[src/rtl/rr_decode_arbiter_if.sv]
`default_nettype none
// ============================================================================
// Module      : rr_decode_arbiter_if
// Description : Bus between the requesting blocks and the round-robin
//               decode arbiter.
//               master : arbiter side. It receives req/done and drives the
//                        select, enable, grant and status lines.
//               slave  : requester side.
//   req[3:0]  requester -> arbiter   level request, bit i = requester i
//   done[3:0] requester -> arbiter   release pulse from requester i
//   s0, s1    arbiter -> decoder     owner index, registered
//   en        arbiter -> decoder     resource enable, high only while granted
//   gnt[3:0]  arbiter -> requester   one-hot grant = decode({s1,s0}) & en
//   busy      arbiter -> requester   granted or in the inter-owner gap
//   timeout   arbiter -> requester   one-cycle pulse on a forced release
// Revision    : 1.0  initial release
// ============================================================================
interface rr_decode_arbiter_if;
  logic [3:0] req;
  logic [3:0] done;
  logic       s0;
  logic       s1;
  logic       en;
  logic [3:0] gnt;
  logic       busy;
  logic       timeout;

  modport master (
    input  req, done,
    output s0, s1, en, gnt, busy, timeout
  );

  modport slave (
    output req, done,
    input  s0, s1, en, gnt, busy, timeout
  );
endinterface
`default_nettype wire

[src/rtl/rr_decode_arbiter.sv]
`default_nettype none
// ============================================================================
// Module      : rr_decode_arbiter
// Description : Round-robin arbiter that shares one 2-to-4 decoded resource
//               among 4 requesters. It uses break-before-make handoff, with
//               one idle gap cycle between owners, and an optional hold
//               timeout that forces the current owner to release.
// Ports       : clk    rising-edge clock
//               rst_n  asynchronous active-low reset
//               bus    rr_decode_arbiter_if.master (req/done in,
//                      s0/s1/en/gnt/busy/timeout out)
// Parameters  : MAX_HOLD  max grant length in cycles, 0 disables the timeout
//               CNT_W     hold-counter width, 2**CNT_W > MAX_HOLD
// Revision    : 1.0  initial release
// ============================================================================
module rr_decode_arbiter #(
  parameter int MAX_HOLD = 8,
  parameter int CNT_W    = 4
) (
  input  wire logic          clk,
  input  wire logic          rst_n,
  rr_decode_arbiter_if.master bus
);

  typedef enum logic [1:0] {
    ST_IDLE  = 2'd0,
    ST_GRANT = 2'd1,
    ST_GAP   = 2'd2
  } state_t;

  // The hold counter is 0 in the first grant cycle. The last allowed cycle
  // is therefore MAX_HOLD-1.
  localparam logic [CNT_W-1:0] c_HOLD_LAST = CNT_W'((MAX_HOLD == 0) ? 0 : MAX_HOLD - 1);

  state_t           r_state, w_state_nxt;
  logic [1:0]       r_sel,   w_sel_nxt;    // owner index, also drives s1/s0
  logic [1:0]       r_ptr,   w_ptr_nxt;    // highest-priority requester
  logic [CNT_W-1:0] r_cnt,   w_cnt_nxt;
  logic             r_timeout, w_timeout_nxt;

  logic [7:0]       w_req2;
  logic [3:0]       w_rot;
  logic [1:0]       w_off;
  logic [1:0]       w_win;
  logic             w_any;
  logic             w_own_rel;
  logic             w_hold_exp;

  // Rotate the requests so the bit at ptr lands in position 0. The lowest
  // set bit of the rotated vector is then the round-robin winner.
  always_comb begin
    w_req2 = {bus.req, bus.req};
    w_rot  = w_req2[r_ptr +: 4];
    w_any  = |bus.req;
    w_off  = 2'd0;
    if (w_rot[0])      w_off = 2'd0;
    else if (w_rot[1]) w_off = 2'd1;
    else if (w_rot[2]) w_off = 2'd2;
    else if (w_rot[3]) w_off = 2'd3;
    w_win = r_ptr + w_off;
  end

  // A voluntary release (done or dropped request) takes precedence over the
  // timeout. The timeout pulse is raised only when the counter alone forced
  // the release.
  always_comb begin
    w_own_rel  = bus.done[r_sel] | ~bus.req[r_sel];
    w_hold_exp = (MAX_HOLD != 0) && (r_cnt == c_HOLD_LAST);
  end

  always_comb begin
    w_state_nxt   = r_state;
    w_sel_nxt     = r_sel;
    w_ptr_nxt     = r_ptr;
    w_cnt_nxt     = r_cnt;
    w_timeout_nxt = 1'b0;
    case (r_state)
      ST_IDLE, ST_GAP: begin
        if (w_any) begin
          w_state_nxt = ST_GRANT;
          w_sel_nxt   = w_win;
          w_cnt_nxt   = '0;
        end else begin
          w_state_nxt = ST_IDLE;
        end
      end
      ST_GRANT: begin
        if (w_own_rel || w_hold_exp) begin
          w_state_nxt   = ST_GAP;
          w_ptr_nxt     = r_sel + 2'd1;
          w_timeout_nxt = ~w_own_rel;
        end else if (r_cnt != '1) begin
          w_cnt_nxt = r_cnt + 1'b1;
        end
      end
      default: w_state_nxt = ST_IDLE;
    endcase
  end

  always_ff @(posedge clk or negedge rst_n) begin
    if (!rst_n) begin
      r_state   <= ST_IDLE;
      r_sel     <= 2'd0;
      r_ptr     <= 2'd0;
      r_cnt     <= '0;
      r_timeout <= 1'b0;
    end else begin
      r_state   <= w_state_nxt;
      r_sel     <= w_sel_nxt;
      r_ptr     <= w_ptr_nxt;
      r_cnt     <= w_cnt_nxt;
      r_timeout <= w_timeout_nxt;
    end
  end

  // en and gnt are derived directly from the state register. An asynchronous
  // reset therefore clears them at once, with no clock edge needed.
  always_comb begin
    bus.s0      = r_sel[0];
    bus.s1      = r_sel[1];
    bus.en      = (r_state == ST_GRANT);
    bus.gnt     = bus.en ? (4'b0001 << r_sel) : 4'b0000;
    bus.busy    = (r_state == ST_GRANT) || (r_state == ST_GAP);
    bus.timeout = r_timeout;
  end

endmodule
`default_nettype wire

[src/flat_wrapper.sv]
// flat-port wrapper written by rule: the top's interface ports become plain ports
module rr_decode_arbiter_flat 
#(
  parameter int MAX_HOLD = 8,
  parameter int CNT_W    = 4
)
  (clk, rst_n, bus_req, bus_done, bus_s0, bus_s1, bus_en, bus_gnt, bus_busy, bus_timeout);
  rr_decode_arbiter_if bus_i ();
  input  wire logic clk;
  input  wire logic rst_n;
  input wire logic [$bits(bus_i.req)-1:0] bus_req;
  input wire logic [$bits(bus_i.done)-1:0] bus_done;
  output wire logic [$bits(bus_i.s0)-1:0] bus_s0;
  output wire logic [$bits(bus_i.s1)-1:0] bus_s1;
  output wire logic [$bits(bus_i.en)-1:0] bus_en;
  output wire logic [$bits(bus_i.gnt)-1:0] bus_gnt;
  output wire logic [$bits(bus_i.busy)-1:0] bus_busy;
  output wire logic [$bits(bus_i.timeout)-1:0] bus_timeout;
  assign bus_i.req = bus_req;
  assign bus_i.done = bus_done;
  assign bus_s0 = bus_i.s0;
  assign bus_s1 = bus_i.s1;
  assign bus_en = bus_i.en;
  assign bus_gnt = bus_i.gnt;
  assign bus_busy = bus_i.busy;
  assign bus_timeout = bus_i.timeout;
  rr_decode_arbiter #(.MAX_HOLD(MAX_HOLD), .CNT_W(CNT_W)) u_core (.clk(clk), .rst_n(rst_n), .bus(bus_i));
endmodule
[config.mk]
export PLATFORM = sky130hd
export DESIGN_NAME = rr_decode_arbiter_flat
export DESIGN_NICKNAME = d
export VERILOG_FILES = /design/src/rtl/rr_decode_arbiter_if.sv /design/src/rtl/rr_decode_arbiter.sv /design/src/flat_wrapper.sv
export SDC_FILE = /design/constraint.sdc
export NUM_CORES = 1
export LEC_CHECK = 0
export BUFFER_PORTS_ARGS = -buffer_cell sky130_fd_sc_hd__clkbuf_2
export CORE_ASPECT_RATIO = 0.7
export CORE_MARGIN = 3
export CORE_UTILIZATION = 36
export DETAILED_ROUTE_END_ITERATION = 10
export HOLD_SLACK_MARGIN = 0.12
export SLEW_MARGIN = 20
export SYNTH_ARGS = -nofsm -noshare
export SYNTH_HDL_FRONTEND = slang
export SYNTH_SLANG_ARGS = --single-unit
[constraint.sdc]
create_clock -name clk -period 3.84 [get_ports clk]
set_clock_uncertainty 0.05 [all_clocks]
set_input_delay 0.192 -clock clk [delete_from_list [all_inputs] [get_ports clk]]
set_output_delay 0.192 -clock clk [all_outputs]
set_load 0.01 [all_outputs]
Word-level counts from Yosys, hierarchy flattened --
Index checks and enable logic that the tools add are counted.
Cells by class: multiplexer cells 18, bitwise operators 3, shift-type cells 2, order comparisons 1, $add $sub $neg 3, equality and inequality tests 8, reductions and logical operators 9
Operator list (count):
- 4-bit two-way mux | 4
- 2-bit two-way mux | 5
- 4-bit case mux with 2 select lines | 1
- 8-bit by 3-bit indexed part select with 4-bit output | 1
- 2-bit by 1-bit != test with 1-bit output, second input constant | 3
- 1-bit two-way mux | 5
- 4-bit by 1-bit adder with 4-bit output, second input constant | 1
- 1-bit binary-select mux with 2-bit select | 2
- 4-bit by 3-bit equality test with 1-bit output, second input constant | 1
- 4-bit != test, second input constant | 1
- 2-bit case mux with 2 select lines | 1
- 2-bit AND reduction | 2
- 4-bit AND reduction | 1
- 4-bit OR reduction | 1
- 1-bit by 2-bit << shifter with 4-bit output, first input constant | 1
- 2-bit by 3-bit < comparator with 1-bit output, second input constant | 1
- 2-bit by 1-bit adder with 2-bit output, second input constant | 1
- 2-bit adder | 1
- 2-bit by 1-bit equality test with 1-bit output, second input constant | 1
- 2-bit equality test, second input constant | 1
- 2-bit logical NOT | 1
- 1-bit logical OR | 2
- 2-bit != test, second input constant | 1
- 1-bit inverter | 2
- 3 further kinds | 3
Word-level totals: register bits after elaboration 11, bits of input ports 10, logic and storage cells 49, output and inout port bits 9

Depth between registers and ports, before layout --
depth in word-level cells 7, mapped depth 9

Worst setup path after synthesis --
OpenSTA, ideal clock, no wires.
kind reg-to-reg, from register u_core.r_sel[0], to register u_core.r_cnt[0], slack 1.988 ns, path buffers 0, clock period less this slack 1.852 ns, cell stages (with the launch flop) 5, data arrival time 1.680 ns, required time 3.668 ns, path through dfrtp_1 inv_1 mux4_2 or3b_4 mux2i_1
Between the ends: longest elaborated chain between the ends 7, elaborated cells between the ends (all ways) 9, classes of those cells eq/ne: 1; mux: 4; bitwise: 2; reduce/logical: 2
Ends and longest elaborated chain:
- start: declaration | RTL line rr_decode_arbiter.sv:36 | logic [1:0] r_sel, w_sel_nxt;
- start signal: assignment | RTL line rr_decode_arbiter.sv:109 | r_sel <= w_sel_nxt;
- 1-bit binary-select mux with 2-bit select | RTL line rr_decode_arbiter.sv:67 | w_own_rel = bus.done[r_sel] | ~bus.req[r_sel];
- 1-bit two-way mux (implied by the code) | RTL line rr_decode_arbiter.sv:67
- 1-bit inverter | RTL line rr_decode_arbiter.sv:67
- 1-bit bitwise OR (*) | RTL line rr_decode_arbiter.sv:67
- 1-bit logical OR (*) | RTL line rr_decode_arbiter.sv:88 | if (w_own_rel || w_hold_exp) begin
- 2-bit != test (no line) (*)
- 4-bit AND reduction (no line) (*)
- end signal: assignment | RTL line rr_decode_arbiter.sv:111 | r_cnt <= w_cnt_nxt;
- end: declaration | RTL line rr_decode_arbiter.sv:38 | logic [CNT_W-1:0] r_cnt, w_cnt_nxt;
Every way passes the cells marked *; elsewhere a longest branch is shown, timed or not. The select of a mux whose other input is x is not followed. A chain may end at the register's enable or synchronous reset.

Worst setup path in the final report --
from register u_core.r_sel[0], to register u_core.r_ptr[1]
Between the ends: longest elaborated chain between the ends 6, elaborated cells between the ends (all ways) 9, classes of those cells add/sub: 1; mux: 4; bitwise: 2; reduce/logical: 2
Ends and longest elaborated chain:
- 1-bit binary-select mux with 2-bit select | RTL line rr_decode_arbiter.sv:67
- 1-bit two-way mux (implied by the code) | RTL line rr_decode_arbiter.sv:67
- 1-bit inverter | RTL line rr_decode_arbiter.sv:67
- 1-bit bitwise OR | RTL line rr_decode_arbiter.sv:67
- 1-bit logical OR | RTL line rr_decode_arbiter.sv:88
- 2-bit AND reduction (no line)
- end signal: assignment | RTL line rr_decode_arbiter.sv:110 | r_ptr <= w_ptr_nxt;
- end: declaration | RTL line rr_decode_arbiter.sv:37 | logic [1:0] r_ptr, w_ptr_nxt;
Parallel ways exist; a longest one is shown, timed or not. The select of a mux whose other input is x is not followed.

==> flow_metrics.py <==
metrics = {
    "critical_path": {
        "crit_start": "u_core.r_sel[0]",
        "crit_required_ns": 3.95,
        "crit_fanout": 7,
        "reg2reg_from": "u_core.r_sel[0]",
        "start_kind": "flop",
        "critPathKind": "reg2reg",
        "critical_path_arrival_ns": 2.04,
        "cp-end-kind": "flop",
    },
    "power_and_ir_drop": {
        "powerDensity_nw_per_um2": 658,
        "vdd_drop_max_v": 0.000254,
        "p_leak_nw": 0.494,
    },
    "final_layout": {
        "final_common_cell": "clkbuf_2",
        "syn_to_final_growth_pct": 17.2,
        "nets": 136,
        "drive_gt1_share_pct": 26.1,
        "diodes": 0,
        "final_cells": 147,
        "layout_common_cells": "18 x clkbuf_2, 11 x nand2_1, 11 x dfrtp_1",
        "regArea_um2": 275,
        "fillers": 233,
        "multi_input_area_um2": 564,
    },
    "cts": {
        "cts.htree.levels": 1,
        "clk-insertion-delay-late_ns": 0.27,
        "ctsResizeCount": 0,
        "clkTransAtPathRegs_ns": 0.07,
        "cts_buffer_depth": 2,
        "cts_made_buffers": 3,
        "cts-root-buf": "clkbuf_4",
        "cts_tree": "yes",
        "hold_buffers": 1,
        "cts_setup_buffers": 0,
        "clkSinkCount": 11,
    },
    "yosys": {
        "ys_seq_area_share_pct": 31.5,
        "syn_area_um2": 875,
        "synth-seq-cells": 11,
        "syn_inst": 95,
        "yosysWarnings": 0,
        "synth_edf_count": 0,
        "syn_nets": 115,
        "ys_async_sr_fraction_pct": 100,
        "synth_cell_type_count": 35,
        "syn_area_per_cell_um2": 9.21,
        "synth-main-ff-cell": "dfrtp_1",
    },
    "placed_design": {
        "place_ws_ns": 1.94,
        "io_buffers": 18,
        "place.gp.congestion": 0.753,
        "dp.cells": 142,
        "dpl.hpwl_mm": 1.51,
    },
    "die": {
        "initial_core_util_pct": 39.3,
        "die_h_um": 47.2,
        "rows": 14,
        "io_pins": 19,
        "coreArea_um2": 2220,
        "die-area_um2": 3070,
        "die_w_um": 64.9,
    },
    "detailed_routing": {
        "avgViaCountPerCell": 4.93,
        "vias": 724,
        "drt_iter0_drc": 19,
        "drcViolationCount": 0,
        "ant_nets": 0,
        "routedWlPerCell_um": 13.1,
        "routed_wl_mm": 1.93,
        "firstDrtPassIters": 4,
    },
    "timing": {
        "finalSetupTns_ns": 0,
        "maxSlewHeadroom_pct": 57.0,
        "slew_viol_final": 0,
        "worst_pin_slew_ns": 0.639,
        "finalSetupViolations": 0,
        "timing.final.hold_violations": 0,
        "min_period_ns": 1.93,
        "setup_slack_ns": 1.91,
        "post-route-period-util_pct": 50.3,
        "fmax_ghz": 0.518,
        "rsz0062_at_grt": "no",
    },
    "global_routing": {
        "grt_max_degree": 12,
        "overflow": 0,
        "grt_pass1_wl_mm": 3.23,
        "grt_util_all_layers_pct": 14.1,
        "antenna_found_initial": 0,
        "grt_pass1_vias": 683,
    },
    "worst_hold_path": {
        "hold_class": "in2async",
    },
    "outcome": {
        "status": "finished, final reports clean",
    },
    "run": {
        "drv_cap": 0,
    },
}
cell families after synthesis:
kind of cell / Yosys count / share of synthesized area [%]
AND/OR/NAND/NOR: 40 / 25.0
AO/OA/AOI/OAI: 17 / 12.9
flip-flops: 11 / 31.5
adder cells (fa/ha/maj): 10 / 14.3
buffers and inverters: 8 / 4.01
multiplexers: 8 / 11.3
XOR/XNOR: 1 / 1.00
critical path: stages, from the launching register on:
cell     delay (ns)
dfrtp_1        0.43
inv_1          0.14
mux4_2         0.59
o21ai_1        0.24
mux2_2         0.37
flip-flops by register name, indices dropped and copies added, names as in the netlist:
register and cells:
u_core.r_sel 2, u_core.r_cnt 4, u_core.r_ptr 2, u_core.r_state 2, u_core.bus.timeout 1
path summary, 6_finish.rpt:
| kind | end | slack, ns | cells after the start |
|---|---|---|---|
| max | u_core.r_ptr[1] | 1.91 | 4 |
| max in group asynchronous | u_core.r_ptr[0] | 3.24 | 2 |
| min | u_core.bus.timeout | 0.27 | 2 |
| min reg2reg | u_core.bus.timeout | 0.47 | 1 |
| min in group clk | u_core.r_sel[1] | 0.43 | 5 |
| max reg2reg | u_core.r_ptr[1] | 1.91 | 4 |
Yosys cell counts (all sizes together) (2+ instances only):
master   n  area, µm²
o21ai    6       30.0
a21oi    4       20.0
nor2     4       15.0
mux2i    2       20.0
nand2b   6       37.5
buf      2       12.5
nor2b    2       12.5
nor3     4       20.0
nand2   11       41.3
inv      5       18.8
and2     4       25.0
ha      10        125
dfrtp   11        275
mux2     5       56.3
power breakdown:
group	leakage (nW)	internal (mW)	switching, mW	total (mW)
registers	0.142	0.155	0.0669	0.222
logic	0.337	0.172	0.198	0.370
clock network	0.0150	0.0403	0.0417	0.0821
total	0.494	0.368	0.306	0.674
through the flow:
| step | total power, mW | hold slack (ns) | instance area [µm²] | utilization (%) |
|---|---|---|---|---|
| 2_1_floorplan | 0.478 | -0.154 | 875 | - |
| 3_3_place_gp | 0.582 | 0.0411 | 988 | 44.4 |
| 3_5_place_dp | 0.591 | 0.0431 | 988 | 44.4 |
| 4_1_cts | 0.678 | 0.285 | 1020 | 46.1 |
| 5_1_grt | 0.735 | 0.308 | 1020 | 46.1 |
| 6_report | 0.674 | 0.272 | 1020 | 46.1 |
metal layers:
metal  wire length (µm)  vias up  track usage [%]
met5                  0        -                0
met4                  9        0             2.52
met3                 84        3             5.02
met2                841        9             21.5
met1                993      332             19.6
li1                   -      380                -
cell type report:
| type | count | area share, % |
|---|---|---|
| multi-input combinational | 76 | 55.1 |
| sequential | 11 | 26.9 |
| timing repair buffer | 19 | 9.77 |
| tap | 32 | 3.91 |
| clock buffer | 4 | 2.56 |
| inverter | 5 | 1.83 |
(Power assumes the default switching activity.)
